--- config.mk ---
export PLATFORM = sky130hd
export DESIGN_NAME = nn_param_loader
export DESIGN_NICKNAME = d
export VERILOG_FILES = /design/src/rtl/nn_param_pkg.sv /design/src/rtl/sync_rise_detect.sv /design/src/rtl/nn_param_loader.sv
export SDC_FILE = /design/constraint.sdc
export NUM_CORES = 1
export LEC_CHECK = 0
export BUFFER_PORTS_ARGS = -buffer_cell sky130_fd_sc_hd__buf_2
export CORE_UTILIZATION = 55
export DETAILED_ROUTE_END_ITERATION = 8
export PLACE_DENSITY = 0.78
export SLEW_MARGIN = 20
export SYNTH_ARGS = -nofsm -noshare
export SYNTH_HDL_FRONTEND = slang
export SYNTH_HIERARCHICAL = 1
export SYNTH_SLANG_ARGS = --single-unit
--- constraint.sdc ---
create_clock -name clk -period 30.8 [get_ports clk]
set_clock_uncertainty 0.1 [all_clocks]
set_input_delay 1.54 -clock clk [delete_from_list [all_inputs] [get_ports clk]]
set_output_delay 1.54 -clock clk [all_outputs]
set_load 0.05 [all_outputs]
--- src/rtl/nn_param_pkg.sv ---
// Shared sizing, slot layout and FSM encoding for the perceptron parameter loader.
// Latency: n/a (declarations only).
// Backpressure: n/a (declarations only).
package nn_param_pkg;

    localparam int NUM_NEURONS       = 4;
    localparam int NUM_INPUTS        = 4;
    localparam int PARAMS_PER_NEURON = NUM_INPUTS + 2;
    localparam int SLOT_BIAS         = NUM_INPUTS;
    localparam int SLOT_TH           = NUM_INPUTS + 1;

    typedef enum logic [1:0] {
        IDLE  = 2'd0,
        LOAD  = 2'd1,
        CHECK = 2'd2
    } state_t;

    // Flat byte index of (neuron, slot) inside the parameter vector.
    function automatic int unsigned param_idx(input int unsigned neuron,
                                              input int unsigned slot);
        return neuron * PARAMS_PER_NEURON + slot;
    endfunction

endpackage

--- src/rtl/sync_rise_detect.sv ---
// Brings an asynchronous pin into clk domain and flags its rising edges as one-cycle pulses.
// Latency: pin edge meeting setup shows as rise after the 2nd clk, acted on at the 3rd.
// Backpressure: none; every sampled rising edge produces exactly one pulse.
//
// Ports: clk, reset (async active-high), async_in (raw pin), rise (1-cycle pulse).
module sync_rise_detect (
    input  logic clk,
    input  logic reset,
    input  logic async_in,
    output logic rise
);

    logic sync1;
    logic sync2;
    logic dly;

    always_ff @(posedge clk or posedge reset) begin
        if (reset) begin
            sync1 <= 1'b0;
            sync2 <= 1'b0;
            dly   <= 1'b0;
        end else begin
            sync1 <= async_in;
            sync2 <= sync1;
            dly   <= sync2;
        end
    end

    assign rise = sync2 & ~dly;

endmodule

--- src/rtl/nn_param_loader.sv ---
// Assembles a byte-serial parameter frame, verifies its additive checksum, commits it atomically.
// Latency: params_flat updates 1 clk after the checksum byte is accepted (3 clks after its strobe).
// Backpressure: none; strobes outside LOAD are dropped, a silent LOAD aborts after TIMEOUT_CYCLES.
//
// Ports: clk, reset (async active-high), data_in/strobe/start (async pins),
//        params_flat (active set), params_valid, busy, chk_err, tmo_err, byte_count.
module nn_param_loader #(
    parameter int NUM_NEURONS    = nn_param_pkg::NUM_NEURONS,
    parameter int NUM_INPUTS     = nn_param_pkg::NUM_INPUTS,
    parameter int TIMEOUT_CYCLES = 50000
) (
    input  logic                                        clk,
    input  logic                                        reset,
    input  logic [7:0]                                  data_in,
    input  logic                                        strobe,
    input  logic                                        start,
    output logic [8*NUM_NEURONS*(NUM_INPUTS+2)-1:0]     params_flat,
    output logic                                        params_valid,
    output logic                                        busy,
    output logic                                        chk_err,
    output logic                                        tmo_err,
    output logic [4:0]                                  byte_count
);

    import nn_param_pkg::*;

    localparam int NB  = NUM_NEURONS * (NUM_INPUTS + 2);
    localparam int TW  = $clog2(TIMEOUT_CYCLES + 1);
    localparam logic [4:0]    NB_CNT   = 5'(NB);
    localparam logic [TW-1:0] TMO_LAST = TW'(TIMEOUT_CYCLES - 1);

    logic          strobe_rise;
    logic          start_rise;
    state_t        state;
    logic [8*NB-1:0] shadow;
    logic [7:0]    sum;
    logic [7:0]    checksum;
    logic [TW-1:0] tmo_cnt;

    sync_rise_detect u_strobe_sync (
        .clk      (clk),
        .reset    (reset),
        .async_in (strobe),
        .rise     (strobe_rise)
    );

    sync_rise_detect u_start_sync (
        .clk      (clk),
        .reset    (reset),
        .async_in (start),
        .rise     (start_rise)
    );

    assign busy = (state != IDLE);

    always_ff @(posedge clk or posedge reset) begin
        if (reset) begin
            state        <= IDLE;
            shadow       <= '0;
            params_flat  <= '0;
            params_valid <= 1'b0;
            chk_err      <= 1'b0;
            tmo_err      <= 1'b0;
            byte_count   <= '0;
            sum          <= '0;
            checksum     <= '0;
            tmo_cnt      <= '0;
        end else if (start_rise) begin
            // A start in any state opens a fresh frame; a coincident strobe is
            // deliberately dropped and any pending CHECK is abandoned.
            state      <= LOAD;
            byte_count <= '0;
            sum        <= '0;
            chk_err    <= 1'b0;
            tmo_err    <= 1'b0;
            tmo_cnt    <= '0;
        end else begin
            case (state)
                LOAD: begin
                    if (strobe_rise) begin
                        tmo_cnt <= '0;
                        if (byte_count != NB_CNT) begin
                            shadow[{byte_count, 3'b000} +: 8] <= data_in;
                            sum        <= sum + data_in;
                            byte_count <= byte_count + 5'd1;
                        end else begin
                            checksum <= data_in;
                            state    <= CHECK;
                        end
                    end else if (tmo_cnt == TMO_LAST) begin
                        tmo_err <= 1'b1;
                        state   <= IDLE;
                    end else begin
                        tmo_cnt <= tmo_cnt + 1'b1;
                    end
                end
                CHECK: begin
                    // Only place the active set ever changes: whole frame or nothing.
                    if (sum == checksum) begin
                        params_flat  <= shadow;
                        params_valid <= 1'b1;
                    end else begin
                        chk_err <= 1'b1;
                    end
                    state <= IDLE;
                end
                default: state <= IDLE;
            endcase
        end
    end

endmodule

## Word-level counts from Yosys, hierarchy flattened

Cells that the tools add are included.
Widths: inputs -> output; s select.

| storage, ports and cells | value |
|---|---|
| input port bits | 12 |
| output and inout bits | 201 |
| register bits | 432 |
| word-level logic and storage cells | 77 |

| cells by class | value |
|---|---|
| bitwise operators | 6 |
| equal/unequal tests | 10 |
| multiplexer cells | 25 |
| reduce and logical (&&, ||, !) cells | 14 |
| add/sub/neg operators | 4 |
| shift operators | 2 |

Operators with widths:

| operator | count |
|---|---|
| $bwmux 192 | 1 |
| $shift 8x10->192 const A | 1 |
| $shiftx 8x10->192 | 1 |
| $mux 16 | 4 |
| $mux 8 | 4 |
| $mux 5 | 4 |
| $add 16x1->16 const B | 1 |
| $eq 16x16->1 const B | 1 |
| $reduce_bool 2->1 | 6 |
| $mux 2 | 5 |
| $neg 8->10 | 1 |
| $reduce_and 3->1 | 3 |
| $add 8x8->8 | 1 |
| $eq 8x8->1 | 1 |
| $ne 4x4->1 const B | 2 |
| $reduce_and 4->1 | 2 |
| $mux 1 | 7 |
| $reduce_and 2->1 | 3 |
| $add 5x1->5 const B | 1 |
| $ne 5x5->1 const B | 1 |
| $not 1->1 | 4 |
| $ne 3x3->1 const B | 1 |
| $and 1x1->1 | 2 |
| $eq 2x1->1 const B | 1 |
| 3 further kinds | 3 |

## Longest topological paths before layout

Gate-level depths: netlist (run 1).

| depth | value |
|---|---|
| depth in word-level cells | 5 |
| mapped depth | 8 |
| gate-level depth less buffers | 7 |

## Modules after synthesis

The synthesis (run 1) kept the hierarchy.

Modules (own cells, without submodules):

| module | seq. area each (µm²) | area an instance (µm²) | cells an instance | instances |
|---|---|---|---|---|
| nn_param_loader | 10660.2 | 17284.1 | 1161 | 1 |
| sync_rise_detect | 75.1 | 92.6 | 5 | 2 |

## Least setup slack after synthesis (run 1)

OpenSTA, ideal clock, no wires.

| path | value |
|---|---|
| path kind | input to register |
| from | input data_in[0] |
| to | register sum[6] |
| stages | 7 |
| setup slack | 27575 ps |
| required time | 30574 ps |
| library setup time | 126 ps |
| data arrival time | 2999 ps |
| path buffers | 0 |
| path through | ha_1 > fa_1 > a211oi_1 > nor2_1 > o21ai_0 > nor4_1 > a311o_1 |

| between the ends | value |
|---|---|
| word-level cells in the longest chain between the ends | 5 |

Ends and longest elaborated chain:

| what | RTL line | source |
|---|---|---|
| start: declaration | nn_param_loader.sv:14 | `input logic [7:0] data_in,` |
| $add 8x8->8 | nn_param_loader.sv:84 | `sum <= sum + data_in;` |
| $mux 8 | nn_param_loader.sv:82 | `if (byte_count != NB_CNT) begin` |
| $mux 8 | nn_param_loader.sv:80 | `if (strobe_rise) begin` |
| $mux 8 | nn_param_loader.sv:78 | `case (state)` |
| $mux 8 | nn_param_loader.sv:68 | `end else if (start_rise) begin` |
| end signal: assignment | nn_param_loader.sv:84 |  |
| end: declaration | nn_param_loader.sv:36 | `logic [7:0] sum;` |

Every way passes these cells. The select of a mux whose other input is x is not followed.
A chain may end at the register's enable or synchronous reset.

## Worst setup path in the final report (run 1)

| path | value |
|---|---|
| from | register u_start_sync.dly |
| to | register params_flat[109] |

| between the ends | value |
|---|---|
| word-level cells in the longest chain between the ends | 4 |

Ends and longest elaborated chain:

| what | RTL line | source |
|---|---|---|
| start: declaration | sync_rise_detect.sv:15 | `logic dly;` |
| start signal: assignment | sync_rise_detect.sv:25 | `dly <= sync2;` |
| $not 1->1 | sync_rise_detect.sv:29 | `assign rise = sync2 & ~dly;` |
| $and 1x1->1 | sync_rise_detect.sv:29 |  |
| via start_rise | nn_param_loader.sv:33 | `logic start_rise;` |
| $not 1->1 (no source line) | -- |  |
| $reduce_and 3->1 (no source line) | -- |  |
| end signal: assignment | nn_param_loader.sv:100 | `params_flat <= shadow;` |
| end: declaration | nn_param_loader.sv:17 | `output logic [8*NUM_NEURONS*(NUM_INPUTS+2)-1:0] params_flat,` |

The timed path passes the listed nets, and every way through them passes these cells.

==> flow_metrics.tcl, run 1 <==
set metrics [dict create \
    status "finished, final reports clean" \
    p_per_area_nw_per_um2 60.01 \
    n_fill_cell 2207 \
    crit_path_end_kind "flop" \
    fmax_mhz 255.8 \
    drc 0 \
    holdPathStages 0 \
    rr_endpoint "params_flat[109]$_DFFE_PP0P_" \
    leakage_nw 10.85 \
    dp_hpwl_um 24340 \
    syn_to_final_growth_pct 16.86 \
    setup.worst_path.class "reg -> reg" \
    cts_setup_buffers 0 \
    grt_pass1_wl_um 60290 \
    worst_r2r_startpoint "u_start_sync/dly$_DFF_PP0_" \
    min_period_ns 3.910 \
    io_pins 213 \
    path_clk_slew_ns 0.06 \
    nets 1419 \
    synth-main-ff-cell "dfrtp_1" \
    start_util_pct 56.52 \
    diodes 0 \
    drt-initial-drc-count 516 \
    synth_edf_count 0 \
    synth_top_area_cell "dfrtp_1" \
    reg2reg_depth 6 \
    r2r_slack_ns 26.89 \
    clock_sinks 432 \
    finalHoldViolations 0 \
    cp_cell_sequence "nor2b_4 -> clkinv_1 -> nand4b_1 -> buf_4 -> buf_4 -> mux2_2" \
    coreArea_um2 30910 \
    synthesis.nets 1198 \
    dieArea_um2 32480 \
    io_buffer_count 212 \
    cts_tree "done" \
    worstHoldStart "u_strobe_sync/sync1$_DFF_PP0_" \
    cts.path.max_buffers 3 \
    avgRoutedWirePerCell_um 20.59 \
    row_count 64 \
    cpMaxStageDelayCell "buf_4" \
    cp.required_ns 31.10 \
    vdd_drop_max_uv 54.63 \
    drt_wl_total_um 37430 \
    synth-seq-cells 432 \
    die_x_um 180.2 \
    die_h_um 180.2 \
    cts_buffers 43 \
    timing.final.crit_share_pct 12.69 \
    yosysMostFrequentCell "dfrtp_1" \
    yosys_warnings 6 \
    vias 10260 \
    worstSetupPathDepth 6 \
    multi_input_area_um2 6432 \
    antenna_left 0 \
    cp_top_family "buffers and inverters" \
    cp_common_cell "buf_4" \
    crit_start "u_start_sync/dly$_DFF_PP0_" \
    worst_slew_pin_slew_ns 1.078 \
    rsz0062_at_grt "no" \
    cts_max_level 2 \
    antenna_found_initial 0 \
    start_kind "flop" \
    via_per_inst 5.641 \
    gr-usage-all-layers_pct 23.57 \
    synth.area.top_cells "dfrtp_1 (62%), mux2_2 (25%), ha_1 (1.0%)" \
    yosys.area.top_type_share_pct 61.88 \
    slowest_delay_ns 0.84 \
    synth_area_um2 17470 \
    routabilityCongestion 0.8479 \
    yosys-top-cells-count "dfrtp_1 (432), mux2_2 (388), nand2_1 (31)" \
    grt_pass1_vias 10870 \
    insertion_delay_ns 0.53 \
    maxCapViolCount 0 \
    crit_arrival_ns 4.21 \
    total_power_mw 1.225 \
    drive_above_1_share_pct 50.14 \
    grt_overflow 0 \
    syn_inst 1171 \
    yosysSeqAreaShare_pct 61.88 \
    drt_pass1_iterations 5 \
    synthArstFlopShare_pct 100.0 \
    hp-class "reg -> reg" \
    slew_headroom_pct 27.52 \
    grt_start_max_net_pins 204 \
    ctsHoldBuffers 0 \
    setup_viol_count_final 0 \
    post_synth_num_cell_types 62 \
    ctsResizeCount 0 \
    register_area_um2 10810 \
    root_buffer "clkbuf_16" \
    setup_tns_ns 0 \
    crit_path_end "params_flat[109]$_DFFE_PP0P_" \
    path_buf_inv 3 \
    finalMaxSlewViolations 0 \
    cp_max_fo 79 \
    avgSynthCellArea_um2 14.92 \
]
-- cell families (layout without fill, tap and decap cells) --
kind of cell             count (synthesis)  count (layout)  synth area share, %
multiplexers                           394             394                25.39
XOR/XNOR                                29              29                1.454
AND/OR/NAND/NOR                        195             195                6.804
buffers and inverters                   54             305                1.368
flip-flops                             432             432                61.88
adder cells (fa/ha/maj)                 15              15                1.117
AO/OA/AOI/OAI                           52              52                1.984
-- where the power goes --
group	total (mW)	internal, mW	switching, mW
registers	0.594	0.582	0.0128
logic	0.0933	0.0312	0.0621
clock network	0.537	0.328	0.209
total	1.23	0.941	0.284
-- worst min path at each step --
| stage | slack, ns | to |
|---|---|---|
| finish | 0.25 | u_strobe_sync/sync2$_DFF_PP0_ |
| global route | 0.26 | u_start_sync/sync2$_DFF_PP0_ |
| CTS | 0.25 | u_strobe_sync/sync2$_DFF_PP0_ |
| detailed placement | 0.24 | u_strobe_sync/sync2$_DFF_PP0_ |
| global placement | 0.23 | u_strobe_sync/sync2$_DFF_PP0_ |
| floorplan | 0.23 | u_start_sync/sync2$_DFF_PP0_ |
-- worst register-to-register path, delay by kind of cell (launching register included) --
| family | cells | cell delay [ns] |
|---|---|---|
| and+or+nand+nor | 2 | 0.84 |
| muxes | 1 | 0.53 |
| DFF | 1 | 0.39 |
| buffers and inverters | 3 | 1.93 |
-- layer usage --
metal | global-route usage, % | wire, um | vias to the layer above
met3 | 5.053 | 2218 | 54
met5 | 0 | 0 | -
met1 | 31.40 | 16140 | 5345
li1 | - | - | 4597
met4 | 6.769 | 790 | 0
met2 | 39.13 | 18280 | 260
-- flip-flops by register name, indices dropped and copies added, names as in the netlist --
| name | count |
|---|---|
| u_strobe_sync/sync1 | 1 |
| u_start_sync/sync1 | 1 |
| u_strobe_sync/sync2 | 1 |
| chk_err | 1 |
| tmo_cnt | 16 |
| sum | 8 |
| params_valid | 1 |
| tmo_err | 1 |
| params_flat | 192 |
| u_start_sync/sync2 | 1 |
| u_start_sync/dly | 1 |
| byte_count | 5 |
| shadow | 192 |
| state | 2 |
| u_strobe_sync/dly | 1 |
| checksum | 8 |
-- layout by cell type (no fill, tap or decap), types with 4 or more instances in the layout --
master	Yosys	final
dfrtp_1	432	432
mux2_2	388	388
buf_2	17	212
clkbuf_16	0	43
nand2_1	31	31
nor2_1	29	29
and2_1	16	16
a21oi_1	16	16
nor2_2	15	15
xnor2_1	15	15
xor2_1	14	14
ha_1	14	14
nand4_1	12	12
nor2b_1	11	11
o21ai_0	11	11
nand3_1	10	10
and3_1	10	10
inv_1	10	9
nor3_1	9	9
clkbuf_1	20	9
clkbuf_8	0	9
nand2b_1	7	7
clkinv_2	0	7
bufinv_16	0	6
nor4_1	6	5
a211oi_1	5	5
mux2_1	5	5
or2_2	4	4
or3_1	4	4
o211ai_1	4	4
nor3b_1	4	4
-- metrics by stage --
stage / worst slack [ns] / utilization, % / area (um^2) / hold WS, ns / std cells
floorplan: 17.30 / - / 17470 / 0.2312 / 1171
global placement: 26.98 / 61.14 / 18900 / 0.2343 / 1741
detailed placement: 26.94 / 61.14 / 18900 / 0.2365 / 1741
CTS: 26.91 / 65.86 / 20360 / 0.2503 / 1816
global route: 26.63 / 66.05 / 20410 / 0.2631 / 1818
finish: 26.89 / 66.05 / 20410 / 0.2470 / 1818
-- cell type report --
class                           count  share of cell area (%)
Inverter                           11                  0.2390
Clock buffer                       61                   6.043
Sequential cell                   432                   52.95
Timing Repair Buffer              219                   5.731
Clock inverter                     14                   1.097
Tap cell                          396                   2.427
Multi-Input combinational cell    685                   31.51
Note: power is estimated with default switching activity, not from simulation.
==> inputs of run 2 (changes only) <==
CORE_UTILIZATION = 52   (was 55)
PLACE_DENSITY = 0.77   (was 0.78)
clock period = 3.4 ns   (was 30.8 ns; I/O delays follow)
==> run 2 against run 1 <==
Sequential power grew to 9.0 times the previous value. Cell area rose by 1.4%. Combinational power grew to 9.8 times the previous value. Critical endpoint is now shadow[181]$_DFFE_PP0P_. Maximum frequency rose by 25%. Sequential share of layout area fell by 0.73 points. Non-clock buffer count grew 20. Routed wire length rose by 1.5%.
==> flow_metrics.tcl, run 2 (synthesized netlist as in run 1, its figures left out) <==
set metrics [dict create \
    status "finished, final reports clean" \
    leakage_nw 10.96 \
    cts_max_level 2 \
    grt_pass1_vias 10670 \
    gr-usage-all-layers_pct 22.93 \
    drive_above_1_share_pct 50.80 \
    vias 10230 \
    timing.final.crit_share_pct 91.70 \
    via_per_inst 5.424 \
    cp.required_ns 3.71 \
    syn_to_final_growth_pct 18.49 \
    routabilityCongestion 0.8429 \
    min_period_ns 3.118 \
    worst_r2r_startpoint "byte_count[1]$_DFFE_PP0P_" \
    met3_usage_pct 5.151 \
    cts_buffers 43 \
    slew_headroom_pct 28.39 \
    layout_commonest_cell "dfrtp_1" \
    p_per_area_nw_per_um2 547.0 \
    avgRoutedWirePerCell_um 20.14 \
    root_buffer "clkbuf_16" \
    setup.worst_path.class "reg -> reg" \
    insertion_delay_ns 0.53 \
    setup_viol_count_final 0 \
    drt_wl_total_um 37990 \
    slowest_delay_ns 0.54 \
    r2r_slack_ns 0.28 \
    grt_pass1_wl_um 60460 \
    worst_slew_pin_slew_ns 1.066 \
    pre_cts_ws_ns 0.01360 \
    cpMaxStageDelayCell "dfrtp_1" \
    hp-class "in -> reg" \
    use_met1_pct 31.68 \
    final_cell_mix "dfrtp_1 (432), mux2_2 (388), buf_2 (212)" \
    crit_path_end "shadow[181]$_DFFE_PP0P_" \
    reg2reg_depth 7 \
    cp_max_fo 11 \
    rsz0062_at_grt "no" \
    met2_usage_pct 36.90 \
    drc 0 \
    antenna_found_initial 1 \
    start_kind "flop" \
    row_count 66 \
    dp_hpwl_um 25580 \
    fin_util_pct 63.14 \
    fin_ws_ns 0.2821 \
    die_x_um 185.3 \
    cts_tree "done" \
    multi_input_area_um2 6431 \
    crit_start "byte_count[1]$_DFFE_PP0P_" \
    io_buffer_count 212 \
    start_util_pct 53.29 \
    nets 1439 \
    finalMaxSlewViolations 0 \
    rr_endpoint "shadow[181]$_DFFE_PP0P_" \
    maxCapViolCount 0 \
    register_area_um2 10810 \
    grt-busiest-layer "met2" \
    grt_overflow 0 \
    path_clk_slew_ns 0.06 \
    coreArea_um2 32780 \
    drt-initial-drc-count 636 \
    cp_cell_sequence "inv_1 -> ha_1 -> and4b_4 -> a211oi_2 -> nand4_1 -> nor2_2 -> mux2_2" \
    largestRegisters "params_flat (192), shadow (192), tmo_cnt (16)" \
    grt_start_max_net_pins 138 \
    vdd_drop_max_uv 398.6 \
    n_fill_cell 2428 \
    finalHoldViolations 0 \
    cts.path.max_buffers 3 \
    die_h_um 185.3 \
    crit_arrival_ns 3.43 \
    clock_sinks 432 \
    dieArea_um2 34330 \
    fmax_mhz 320.7 \
    drt_pass1_iterations 5 \
    crit_path_end_kind "flop" \
    io_pins 213 \
    antenna_left 0 \
]
[run 2: worst min path at each step]
| stage | depth (start not counted) | endpoint | slack (ns) | from |
|---|---|---|---|---|
| floorplan | 1 | u_start_sync/dly$_DFF_PP0_ | -0.18 | reset |
| global placement | 2 | u_strobe_sync/sync1$_DFF_PP0_ | -0.03 | reset |
| detailed placement | 2 | u_strobe_sync/dly$_DFF_PP0_ | -0.02 | reset |
| CTS | 2 | shadow[6]$_DFFE_PP0P_ | 0.04 | data_in[6] |
| global route | 2 | shadow[6]$_DFFE_PP0P_ | 0.06 | data_in[6] |
| finish | 2 | shadow[6]$_DFFE_PP0P_ | 0.07 | data_in[6] |
[run 2: per-stage QoR]
stage               hold WS (ns)  instances   TNS, ns  total power, mW  area, um^2
floorplan                -0.1764       1171  -1115.88            6.071       17470
CTS                      0.03593       1885         0            11.41       20690
global route             0.06478       1886         0            11.73       20700
global placement        -0.02863       1805         0            6.349       19130
detailed placement      -0.02423       1805         0            6.366       19130
finish                   0.06744       1886         0            11.32       20700
[run 2: report_power, final]
part	switching, mW	internal (mW)
clock network	1.95	3.09
registers	0.0957	5.27
logic	0.611	0.305
[run 2: per-layer routing]
metal	routed length [um]	up-vias	share of wire (%)
met5	0	-	0
met2	18170	229	48
met4	614	0	1.6
met3	2113	48	5.6
met1	17100	5302	45
li1	-	4651	-
[run 2: area by class of cell]
cell class / count / area share [%]
sequential: 432 / 52.22
multi-input combinational: 685 / 31.07
timing repair buffer: 239 / 6.455
clock buffer: 56 / 5.772
tap: 442 / 2.672
clock inverter: 20 / 1.578
inverter: 11 / 0.2176
antenna: 1 / 0.01209
[run 2: what timing repair did]
action,in CTS,in global routing
gates resized for setup,0,1
setup buffers,0,0
endpoints found under the hold margin,26,0
hold buffers,4,0
endpoints found under the setup margin,0,109
[run 2: worst max-delay path: cells and delay by family (launching register included)]
kind	cells	cell delay, ns
flip-flops	1	0.54
AND/OR/NAND/NOR	3	1.09
buffers and inverters	1	0.14
AO/OA/AOI/OAI	1	0.43
multiplexers	1	0.40
adder cells (fa/ha/maj)	1	0.30
==> inputs of run 3 (changes only) <==
CORE_UTILIZATION = 55   (was 52)
PLACE_DENSITY = 0.78   (was 0.77)
clock period = 4 ns   (was 3.4 ns; I/O delays follow)
==> run 3 against run 2 <==
First-iteration DRC count shrank 6.4%. Sequential cell count is the same. Cell area shrank 0.64%. Routed wire length grew 1.4%. Critical path depth is the same. Total power shrank 16%. Critical path type unchanged. Highest routed layer unchanged.
==> flow_metrics.tcl, run 3 (synthesized netlist as in run 1, its figures left out) <==
set metrics [dict create \
    dp_hpwl_um 25490 \
    final_cell_mix "dfrtp_1 (432), mux2_2 (388), buf_2 (212)" \
    fmax_mhz 293.6 \
    drt_pass1_iterations 5 \
    start_kind "flop" \
    diodes 0 \
    setup.worst_path.class "reg -> reg" \
    via_per_inst 5.695 \
    syn_to_final_growth_pct 17.73 \
    cpMaxStageDelayCell "a211oi_1" \
    layout_commonest_cell "dfrtp_1" \
    grt_overflow 0 \
    crit_path_end_kind "flop" \
    finalMaxSlewViolations 0 \
    drt_wl_total_um 38510 \
    finalHoldViolations 0 \
    cp.required_ns 4.32 \
    antenna_left 0 \
    dieArea_um2 32480 \
    path_buf_inv 1 \
    antenna_found_initial 0 \
    maxCapViolCount 0 \
    grt_pass1_vias 10780 \
    grt_pass1_wl_um 61230 \
    crit_arrival_ns 3.73 \
    slew_headroom_pct 39.67 \
    cp_cell_sequence "inv_1 -> ha_1 -> and4b_4 -> a211oi_1 -> nand4_1 -> nor2_2 -> mux2_2" \
    routabilityCongestion 0.8654 \
    fin_ws_ns 0.5940 \
    min_period_ns 3.406 \
    cp_top_family "simple AND/OR/NAND/NOR gates" \
    cts_tree "done" \
    vias 10440 \
    insertion_delay_ns 0.55 \
    die_h_um 180.2 \
    coreArea_um2 30910 \
    fin_util_pct 66.54 \
    rsz0062_at_grt "no" \
    ctsResizeCount 0 \
    p_per_area_nw_per_um2 463.2 \
    cts_buffers 44 \
    root_buffer "clkbuf_16" \
    grt_start_max_net_pins 148 \
    slowest_delay_ns 0.71 \
    io_buffer_count 212 \
    pre_cts_ws_ns 0.6750 \
    cp_max_fo 11 \
    place_inst 1751 \
    whs_ns 0.06129 \
    nets 1432 \
    leakage_nw 10.92 \
    start_util_pct 56.52 \
    timing.final.crit_share_pct 85.15 \
    vdd_drop_max_uv 320.6 \
    path_clk_slew_ns 0.06 \
    cts_max_level 2 \
    gr-usage-all-layers_pct 24.09 \
    clock_sinks 432 \
    row_count 64 \
    status "finished, final reports clean" \
    fin_cells 1833 \
    die_x_um 180.2 \
    drt-initial-drc-count 595 \
    setup_viol_count_final 0 \
    drive_above_1_share_pct 50.38 \
    worst_slew_pin_slew_ns 0.8972 \
    largestRegisters "params_flat (192), shadow (192), tmo_cnt (16)" \
    drc 0 \
    avgRoutedWirePerCell_um 21.01 \
    io_pins 213 \
    hp-class "in -> reg" \
    cts.path.max_buffers 3 \
]
## run 3: cell types whose count changed in the layout (fill, tap and decap cells not counted), sizes merged
cell,delta
inv,+1
clkinv,-1
buf,-8
clkinvlp,-3
bufinv,-4
diode,-1
clkbuf,+9
## run 3: layout make-up
type | instances | area [um^2]
flip-flops and latches | 432 | 10810
fillers | 2248 | 10340
multi-input cells | 685 | 6431
clock buffers | 65 | 1300
repair buffers | 231 | 1276
well taps | 396 | 495.5
clock inverters | 13 | 209.0
inverters | 11 | 45.04
## run 3: final timing paths
path                                         startpoint                           end  cells past startpoint  slack (ns)
max                           byte_count[1]$_DFFE_PP0P_        shadow[46]$_DFFE_PP0P_                      7        0.59
min                                          data_in[7]        shadow[71]$_DFFE_PP0P_                      2        0.06
max reg2reg                   byte_count[1]$_DFFE_PP0P_        shadow[46]$_DFFE_PP0P_                      7        0.59
min reg2reg                u_start_sync/sync1$_DFF_PP0_  u_start_sync/sync2$_DFF_PP0_                      0        0.25
max in group asynchronous                         reset  params_flat[145]$_DFFE_PP0P_                      4        2.57
min in group asynchronous                         reset            sum[1]$_DFFE_PP0P_                      3        0.12
## run 3: repair_timing
item | 4_1_cts | 5_1_grt
setup buffers | 0 | 0
hold endpoints to repair | 31 | 0
hold buffers | 4 | 0
## run 3: per-layer routing
metal / part of all wire, % / routed length (um) / global-route usage (%)
met5: 0 / 0 / 0
met4: 2.4 / 915 / 7.009
met3: 6.2 / 2370 / 5.335
met2: 49 / 18730 / 39.16
met1: 43 / 16490 / 32.70
## run 3: per-stage QoR
step                      instance area [um^2]  setup TNS, ns  total power, mW
after CTS                                20560              0            9.597
after detailed placement                 19010              0            5.404
after global placement                   19010              0            5.377
after floorplan                          17470        -873.06            5.160
final                                    20570              0            9.526
after global routing                     20570              0            9.874
## run 3: power breakdown
group	leakage (nW)	switching (mW)	internal, mW
clock network	0.743	1.67	2.52
registers	5.97	0.0805	4.48
logic	4.21	0.516	0.256
total	10.9	2.27	7.26
